**src/rtl/pe.sv**
```systemverilog
// Leaky integrate-and-fire neuron with a single stored synaptic weight.
// Fires when the saturated, non-negative membrane potential reaches THRESHOLD.
module pe #(
    parameter int WEIGHT_WIDTH = 8,
    parameter int POT_WIDTH    = 16,
    parameter int THRESHOLD    = 20,
    parameter int LEAK_SHIFT   = 0
) (
    input  logic                    clock,
    input  logic                    reset_n,
    input  logic [WEIGHT_WIDTH-1:0] weight_in,
    input  logic                    weight_w_en,
    input  logic                    accum_en,
    input  logic                    spike_done,
    output logic                    spike
);

    localparam logic signed [POT_WIDTH:0]   POT_MAX_EXT = {2'b00, {(POT_WIDTH-1){1'b1}}};
    localparam logic signed [POT_WIDTH-1:0] POT_MAX     = {1'b0, {(POT_WIDTH-1){1'b1}}};
    localparam logic signed [POT_WIDTH-1:0] THRESH      = POT_WIDTH'(THRESHOLD);

    logic signed [WEIGHT_WIDTH-1:0] weight;
    logic signed [POT_WIDTH-1:0]    memb_pot;

    logic signed [POT_WIDTH:0]      pot_ext;
    logic signed [POT_WIDTH:0]      leak_ext;
    logic signed [POT_WIDTH:0]      w_ext;
    logic signed [POT_WIDTH:0]      next_raw;
    logic signed [POT_WIDTH-1:0]    next_sat;
    logic                           fire;

    // One guard bit keeps the sum exact; saturation and rest clamp follow.
    always_comb begin
        pot_ext  = {memb_pot[POT_WIDTH-1], memb_pot};
        w_ext    = {{(POT_WIDTH+1-WEIGHT_WIDTH){weight[WEIGHT_WIDTH-1]}}, weight};
        leak_ext = (LEAK_SHIFT > 0) ? (pot_ext >>> LEAK_SHIFT) : '0;
        next_raw = pot_ext - leak_ext + w_ext;
        if (next_raw > POT_MAX_EXT) begin
            next_sat = POT_MAX;
        end else if (next_raw < 0) begin
            next_sat = '0;
        end else begin
            next_sat = next_raw[POT_WIDTH-1:0];
        end
        fire = (next_sat >= THRESH);
    end

    always_ff @(posedge clock or negedge reset_n) begin
        if (!reset_n) begin
            weight   <= '0;
            memb_pot <= '0;
            spike    <= 1'b0;
        end else begin
            if (weight_w_en) begin
                weight <= weight_in;
            end
            // Acknowledge wins over accumulation; spike blocks integration.
            if (spike_done) begin
                spike    <= 1'b0;
                memb_pot <= '0;
            end else if (accum_en && !spike) begin
                memb_pot <= next_sat;
                if (fire) begin
                    spike <= 1'b1;
                end
            end
        end
    end

endmodule

```
**config.mk**
```make
export PLATFORM = sky130hd
export DESIGN_NAME = pe
export DESIGN_NICKNAME = d
export VERILOG_FILES = /design/src/rtl/pe.sv
export SDC_FILE = /design/constraint.sdc
export NUM_CORES = 1
export LEC_CHECK = 0
export CORE_MARGIN = 2
export CORE_UTILIZATION = 46
export CTS_CLUSTER_DIAMETER = 60
export DETAILED_ROUTE_END_ITERATION = 8
export PLACE_DENSITY = 0.73
export SLEW_MARGIN = 20
export SYNTH_ARGS = -nofsm -noshare
export SYNTH_HDL_FRONTEND = slang
export SYNTH_SLANG_ARGS = --single-unit
```
**constraint.sdc**
```tcl
create_clock -name clock -period 5.8 [get_ports clock]
set_input_delay 1.16 -clock clock [delete_from_list [all_inputs] [get_ports clock]]
set_output_delay 1.16 -clock clock [all_outputs]
set_load 0.03 [all_outputs]
```
## Yosys cells after proc, flatten, opt, wreduce, memory -nomap -nowiden

Index checks and enable logic that the tools add are counted.
W data, S select, Z words.

- Bits in registers: 25
- Word-level logic and storage cells: 19

- Add/subtract/negate cells: 1
- Magnitude comparators: 3
- Muxes and demuxes: 7
- Reductions and logical operators: 5

Operators with widths:

| kind | count |
|---|---|
| $mux W16 | 4 |
| $add A16 B8 Y17 | 1 |
| $gt A17 B16 Y1 const B | 1 |
| $lt A17 B1 Y1 const B | 1 |
| $ge A16 B6 Y1 const B | 1 |
| $reduce_bool A2 Y1 | 2 |
| $mux W1 | 3 |
| $reduce_and A2 Y1 | 1 |
| $logic_and A1 B1 Y1 | 1 |
| $logic_not A1 Y1 | 1 |

## Longest topological paths before layout

Gate-level depths: netlist of the first run.

- Depth after elaboration: 8
- Depth in mapped cells: 12
- Mapped depth without buffers: 11

## Least setup slack after synthesis of the first run

No wires, ideal clock.

- Kind: register -> register
- From: register weight[0]
- To: register memb_pot[10]
- Arrival: 2.564 ns
- Data required time: 5.735 ns
- Path slack: 3.170 ns
- Cell stages (with the launch flop): 13
- Period minus slack after synthesis: 2.630 ns
- Path through: dfrtp_1 > ha_1 > inv_1 > fa_1 > nand2b_1 > a21oi_1 > o41a_1 > o41ai_2 > o2111ai_1 > nand2_1 > nor3b_1 > buf_2 > a22o_1

- Cells in the longest elaborated chain, start to end: 6
- Elaborated cells on any way between the ends: 7
- Those cells by class: 1 x add/sub; 2 x order compare; 4 x mux

Ends and longest elaborated chain:

| element | line | text |
|---|---|---|
| from (decl) | 22 | `logic signed [WEIGHT_WIDTH-1:0] weight;` |
| from (signal assigned) | 55 | `weight <= weight_in;` |
| $add A16 B8 Y17 (*) | 37 | `next_raw = pot_ext - leak_ext + w_ext;` |
| $lt A17 B1 Y1 | 40 | `end else if (next_raw < 0) begin` |
| $mux W16 | 40 |  |
| $mux W16 (*) | 38 | `if (next_raw > POT_MAX_EXT) begin` |
| $mux W16 (*) | 61 | `end else if (accum_en && !spike) begin` |
| $mux W16 (*) | 58 | `if (spike_done) begin` |
| to (signal assigned) | 62 | `memb_pot <= next_sat;` |
| to (decl) | 23 | `logic signed [POT_WIDTH-1:0] memb_pot;` |

Every way passes the cells marked *; elsewhere a longest branch is shown, timed or not. The select of a mux whose other input is x is not followed.
A chain may end at the register's enable or synchronous reset.

## Worst setup path after layout of the first run

- From: register weight[1]
- To: register memb_pot[3]

The elaborated chain is that of the path after synthesis.

==> flow_metrics.tcl, run 1 <==
set metrics [dict create \
    hold_buffers 0 \
    firstDrtPassIters 4 \
    place.gp.congestion 0.899 \
    final_util_pct 54.2 \
    cts_tree "yes" \
    grt_max_degree 26 \
    vias 1442 \
    syn_nets 213 \
    grt_pass1_wl_mm 6.87 \
    drt-initial-drc-count 53 \
    numCtsBuffers 3 \
    wire_per_inst_um 15.3 \
    place_hpwl_mm 2.79 \
    synthArstFlopShare_pct 100 \
    synth-seq-area-share_pct 34.4 \
    cp.buffers_inverters 0 \
    drc 0 \
    die_height_um 66.9 \
    syn_area_per_cell_sq_um 9.95 \
    die_w_um 66.9 \
    max_slew_margin_pct 33.2 \
    fin_crit_sh_pct 53.2 \
    routed_wl_mm 3.74 \
    finalSetupViolations 0 \
    row_count 22 \
    n_fill_cell 345 \
    rsz0062_at_grt "no" \
    root_buffer "clkbuf_8" \
    startpoint_type "flop" \
    cp-end-kind "flop" \
    critPathTopFamily "compound AO/OA/AOI/OAI gates" \
    hold_viol_final 0 \
    area_growth_syn_to_layout_pct 11.5 \
    crit_arrival_ps 3250 \
    cts-resized-gates 0 \
    antenna_left 0 \
    maxCapViolations 0 \
    synth_top_area_share_pct 34.4 \
    cp.required_ps 5960 \
    worst_pin_slew_ps 999 \
    p_leak_uw 0.000959 \
    start_util_pct 48.6 \
    clk_pin_slew_ps 90 \
    cpMaxStageDelayCell "xor2_2" \
    synth_seq_cells 25 \
    critPathKind "flop to flop" \
    mappedNetlistArea_sq_um 1820 \
    vias_per_cell 5.91 \
    reg2reg_setup_slack_ps 2720 \
    htreeDepth 1 \
    status "completed" \
    io_pins 14 \
    die_area_sq_um 4480 \
    yosys_warnings 0 \
    min_period_ps 3080 \
    clockBufferDepth 2 \
    cp_max_fo 16 \
    antenna_found_initial 0 \
    cts_setup_buffers 0 \
    drive_above_1_share_pct 9.69 \
    synth_edf_count 0 \
    critical_path.max_stage_delay_ps 600 \
    slew_viol_final 0 \
    synth_ff_type "dfrtp_1" \
    skew_ps 1.21 \
    core_area_sq_um 3740 \
    first_global_vias 1519 \
    cts.sinks 25 \
    tns_ps 0 \
    crit_chain "ha_1 -> a211oi_4 -> o21bai_2 -> o22a_4 -> a221o_1 -> a21oi_2 -> xor2_2 -> o21ai_0 -> a22o_1" \
    holdCritPathClass "flop to flop" \
    netlist_instances 183 \
    port_buffers 13 \
    synth_area_leaders "dfrtp_1, ha_1, a22o_1" \
    clk_latency_ps 270 \
    track_usage_pct 19.8 \
    fmax_mhz 324 \
    diodes 0 \
    layout.nets 227 \
    peakVddDrop_mv 0.160 \
    synth_top_cell_by_area "dfrtp_1" \
    power_density_nw_per_um2 278 \
    power_uw 565 \
    grt-ovfl-total 0 \
    ys_types 47 \
]
==> worst register-to-register path, stage by stage (launching register included) <==
cell      delay [ps]
dfrtp_1          390
ha_1             350
a211oi_4         320
o21bai_2         120
o22a_4           260
a221o_1          320
a21oi_2          180
xor2_2           600
o21ai_0          210
a22o_1           240
==> layout make-up <==
class / count / area [sq um] / share of cell area [%]
multi-input combinational: 148 / 1150 / 56.6
inverter: 5 / 18.8 / 0.924
timing repair buffer: 14 / 133 / 6.53
sequential: 25 / 626 / 30.8
tap: 48 / 60.1 / 2.96
clock buffer: 4 / 45.0 / 2.22
==> cells in the mapped netlist, types with 2 or more instances <==
| library cell | instances |
|---|---|
| o21a_1 | 3 |
| ha_1 | 16 |
| xor2_1 | 7 |
| dfrtp_1 | 25 |
| nor3_1 | 2 |
| nor2b_1 | 3 |
| o21ai_0 | 8 |
| nand2_1 | 17 |
| o211ai_1 | 2 |
| a21oi_1 | 8 |
| nand2b_1 | 5 |
| nand3_1 | 3 |
| inv_1 | 5 |
| a21o_1 | 8 |
| a22o_1 | 12 |
| nor2_1 | 12 |
| clkbuf_1 | 3 |
| mux2_2 | 7 |
| a311oi_1 | 4 |
| xnor2_1 | 6 |
==> registers in the layout, summed over array words and instances, names as in the netlist <==
signal	cells
memb_pot	16
spike	1
weight	8
==> kinds of logic after synthesis <==
group / after synthesis / synth area share [%]
compound gates: 61 / 26.6
simple gates: 49 / 12.9
flops: 25 / 34.4
fa+ha+maj: 17 / 12.1
xor+xnor: 14 / 7.15
buf+inv: 10 / 2.54
mux: 7 / 4.33
==> power by group <==
group | switching [uW] | internal, uW | total [uW]
Clock | 54.7 | 49.1 | 104
Sequential | 15.4 | 194 | 210
Combinational | 142 | 109 | 251
==> final timing paths <==
check | start | to | cells after the start
worst max register to register | weight[1] | memb_pot[3] | 9
worst max-delay path | weight[1] | memb_pot[3] | 9
worst min-delay path | memb_pot[15] | memb_pot[15] | 1
max in group asynchronous | reset_n | memb_pot[12] | 1
worst min register to register | memb_pot[15] | memb_pot[15] | 1
min in group asynchronous | reset_n | weight[4] | 1
==> cells in the final DEF, fill, tap and decap left out, types with 2 or more instances in the layout <==
master | netlist | layout
dfrtp_1 | 25 | 25
nand2_1 | 17 | 17
o21a_1 | 3 | 3
ha_1 | 16 | 16
inv_1 | 5 | 5
a21oi_1 | 8 | 8
nor3_1 | 2 | 2
clkbuf_8 | 0 | 3
o21ai_0 | 8 | 8
nor2b_1 | 3 | 3
a311oi_1 | 4 | 4
o211ai_1 | 2 | 2
nand3_1 | 3 | 3
a22o_1 | 12 | 12
a21o_1 | 8 | 8
xnor2_1 | 6 | 6
clkdlybuf4s50_1 | 0 | 12
mux2_2 | 7 | 7
xor2_1 | 7 | 7
nand2b_1 | 5 | 5
nor2_1 | 12 | 12
==> stage by stage <==
stage / worst slack (ps) / instances / hold WS, ps / cell area, sq um
2_1_floorplan: 3170 / 183 / 458 / 1820
3_3_place_gp: 2810 / 240 / 489 / 1990
3_5_place_dp: 2750 / 240 / 483 / 1990
4_1_cts: 2700 / 244 / 508 / 2040
5_1_grt: 2480 / 244 / 541 / 2030
6_report: 2720 / 244 / 510 / 2030
==> layer usage <==
layer	GRT usage [%]	vias up	wire, um
li1	-	706	-
met1	26.2	708	1830
met2	33.9	20	1770
met3	2.36	8	83
met4	5.61	0	59
met5	0	-	0
(Power assumes the default switching activity.)
==> inputs of run 2 (changes only) <==
--- a/config.mk
+++ b/config.mk
@@ -9,7 +9,7 @@
 export CORE_UTILIZATION = 46
 export CTS_CLUSTER_DIAMETER = 60
 export DETAILED_ROUTE_END_ITERATION = 8
-export PLACE_DENSITY = 0.73
+export PLACE_DENSITY = 0.76
 export SLEW_MARGIN = 20
 export SYNTH_ARGS = -nofsm -noshare
 export SYNTH_HDL_FRONTEND = slang
==> constraint.sdc (replaced) <==
create_clock -name clock -period 2.65 [get_ports clock]
set_input_delay 0.53 -clock clock [delete_from_list [all_inputs] [get_ports clock]]
set_output_delay 0.53 -clock clock [all_outputs]
set_load 0.03 [all_outputs]
==> flow_metrics.tcl, run 2 (synthesis results as in run 1) <==
set metrics [dict create \
    status "finished with violations" \
    violations "negative setup slack" \
    antenna_found_initial 0 \
    startpoint_type "flop" \
    setup_slack_ps -46.8 \
    crit_chain "ha_2 -> buf_6 -> a211oi_4 -> o21bai_2 -> o22a_4 -> buf_6 -> buf_4 -> a21o_2 -> a21oi_2 -> xor2_1 -> nand4_1 -> o31a_1" \
    grt-ovfl-total 0 \
    crit_arrival_ps 2860 \
    met2_usage_pct 37.3 \
    max_slew_margin_pct 75.4 \
    clockBufferDepth 2 \
    largest_reg_flops 16 \
    cp_max_fo 3 \
    vias 1557 \
    pre_cts_slack_ps -127 \
    finalSetupViolations 7 \
    holdCritPathClass "flop to flop" \
    core_area_sq_um 3740 \
    area_growth_syn_to_layout_pct 30.1 \
    fmax_mhz 371 \
    worst_pin_slew_ps 368 \
    hold_start "memb_pot[15]" \
    skew_ps 7.90 \
    reg2reg_setup_slack_ps -50 \
    die_w_um 66.9 \
    cpMaxStageDelayCell "dfrtp_1" \
    numCtsBuffers 3 \
    clk_latency_ps 280 \
    grtUsageMet3_pct 2.53 \
    regMostFlops "memb_pot" \
    clk_pin_slew_ps 80 \
    power_density_nw_per_um2 607 \
    grt_pass1_wl_mm 7.11 \
    mostFrequentLayoutCells "dfrtp_1, buf_4, nand2_1" \
    fin_cells 271 \
    rsz0062_at_grt "yes" \
    critical_path.max_stage_delay_ps 400 \
    die_area_sq_um 4480 \
    antenna_left 0 \
    drive_above_1_share_pct 28.7 \
    port_buffers 13 \
    largestRegisters "memb_pot (16), weight (8), spike (1)" \
    maxCapViolations 0 \
    htreeDepth 1 \
    row_count 22 \
    cts_tree "yes" \
    hold_buffers 0 \
    diodes 0 \
    peakVddDrop_mv 0.363 \
    slew_viol_final 0 \
    grt_max_degree 26 \
    start_util_pct 48.6 \
    track_usage_pct 21.3 \
    wire_per_inst_um 15.9 \
    place_inst 259 \
    min_period_ps 2700 \
    cp.required_ps 2810 \
    routed_wl_mm 4.32 \
    layout.nets 254 \
    power_uw 1440 \
    io_pins 14 \
    critPathKind "flop to flop" \
    firstDrtPassIters 4 \
    met1_usage_pct 27.2 \
    p_leak_uw 0.00111 \
    whs_path_depth 1 \
    rr_worst_depth 12 \
    drt-initial-drc-count 96 \
    hold_path_end "memb_pot[15]" \
    cp-end-kind "flop" \
    r2r-end "spike" \
    place_hpwl_mm 3.02 \
    hold_viol_final 0 \
    root_buffer "clkbuf_8" \
    path_common_cell "buf_6" \
    grt-busiest-layer "met2" \
    r2r-start "memb_pot[0]" \
    cts.sinks 25 \
    die_height_um 66.9 \
    drc 0 \
    place.gp.congestion 0.836 \
    vias_per_cell 5.75 \
    first_global_vias 1530 \
    fin_crit_sh_pct 102 \
]
run 2: critical path, delay by kind of cell, from the launching register on:
family                   cells  cell delay (ps)
flip-flops                   1              400
XOR/XNOR                     1              220
AO/OA/AOI/OAI                6             1250
AND/OR/NAND/NOR              1              120
adder cells (fa/ha/maj)      1              210
buffers and inverters        3              370
run 2: area by class of cell:
type / instances / area, sq um
Clock buffer: 4 / 45.0
Fill cell: 308 / 1380
Inverter: 5 / 18.8
Multi-Input combinational cell: 148 / 1250
Sequential cell: 25 / 627
Tap cell: 48 / 60.1
Timing Repair Buffer: 41 / 364
run 2: metrics by stage:
step           instance area [sq um]  util (%)  TNS [ps]  hold slack [ps]
5_1_grt                         2370      63.3     -2180              542
2_1_floorplan                   1820         -         0              234
3_5_place_dp                    2150      57.3      -937              495
3_3_place_gp                    2150      57.3     -93.7              491
6_report                        2370      63.3      -143              517
4_1_cts                         2290      61.2    -0.250              515
run 2: what timing repair did:
item                       in CTS  in global routing
setup endpoints to repair      13                 16
setup buffers                   4                  4
gates resized for setup        13                 13
hold endpoints to repair        0                  0
pin swaps                      12                 16
run 2: worst max path at each step:
stage                 from            to  depth (start not counted)
4_1_cts        memb_pot[0]         spike                         11
6_report       memb_pot[0]         spike                         12
3_3_place_gp     weight[1]         spike                         10
5_1_grt          weight[0]  memb_pot[14]                         12
2_1_floorplan    weight[0]  memb_pot[10]                         12
3_5_place_dp   memb_pot[1]         spike                         10
run 2: per-layer routing:
metal / wire [um] / vias up
li1: - / 761
met1: 1970 / 757
met2: 2150 / 32
met3: 138 / 7
met4: 63 / 0
met5: 0 / -
run 2: where the power goes:
| part | leakage (uW) | switching [uW] | internal (uW) |
|---|---|---|---|
| Clock | 0.0000228 | 128 | 108 |
| Combinational | 0.000763 | 376 | 364 |
| Sequential | 0.000321 | 38.0 | 426 |
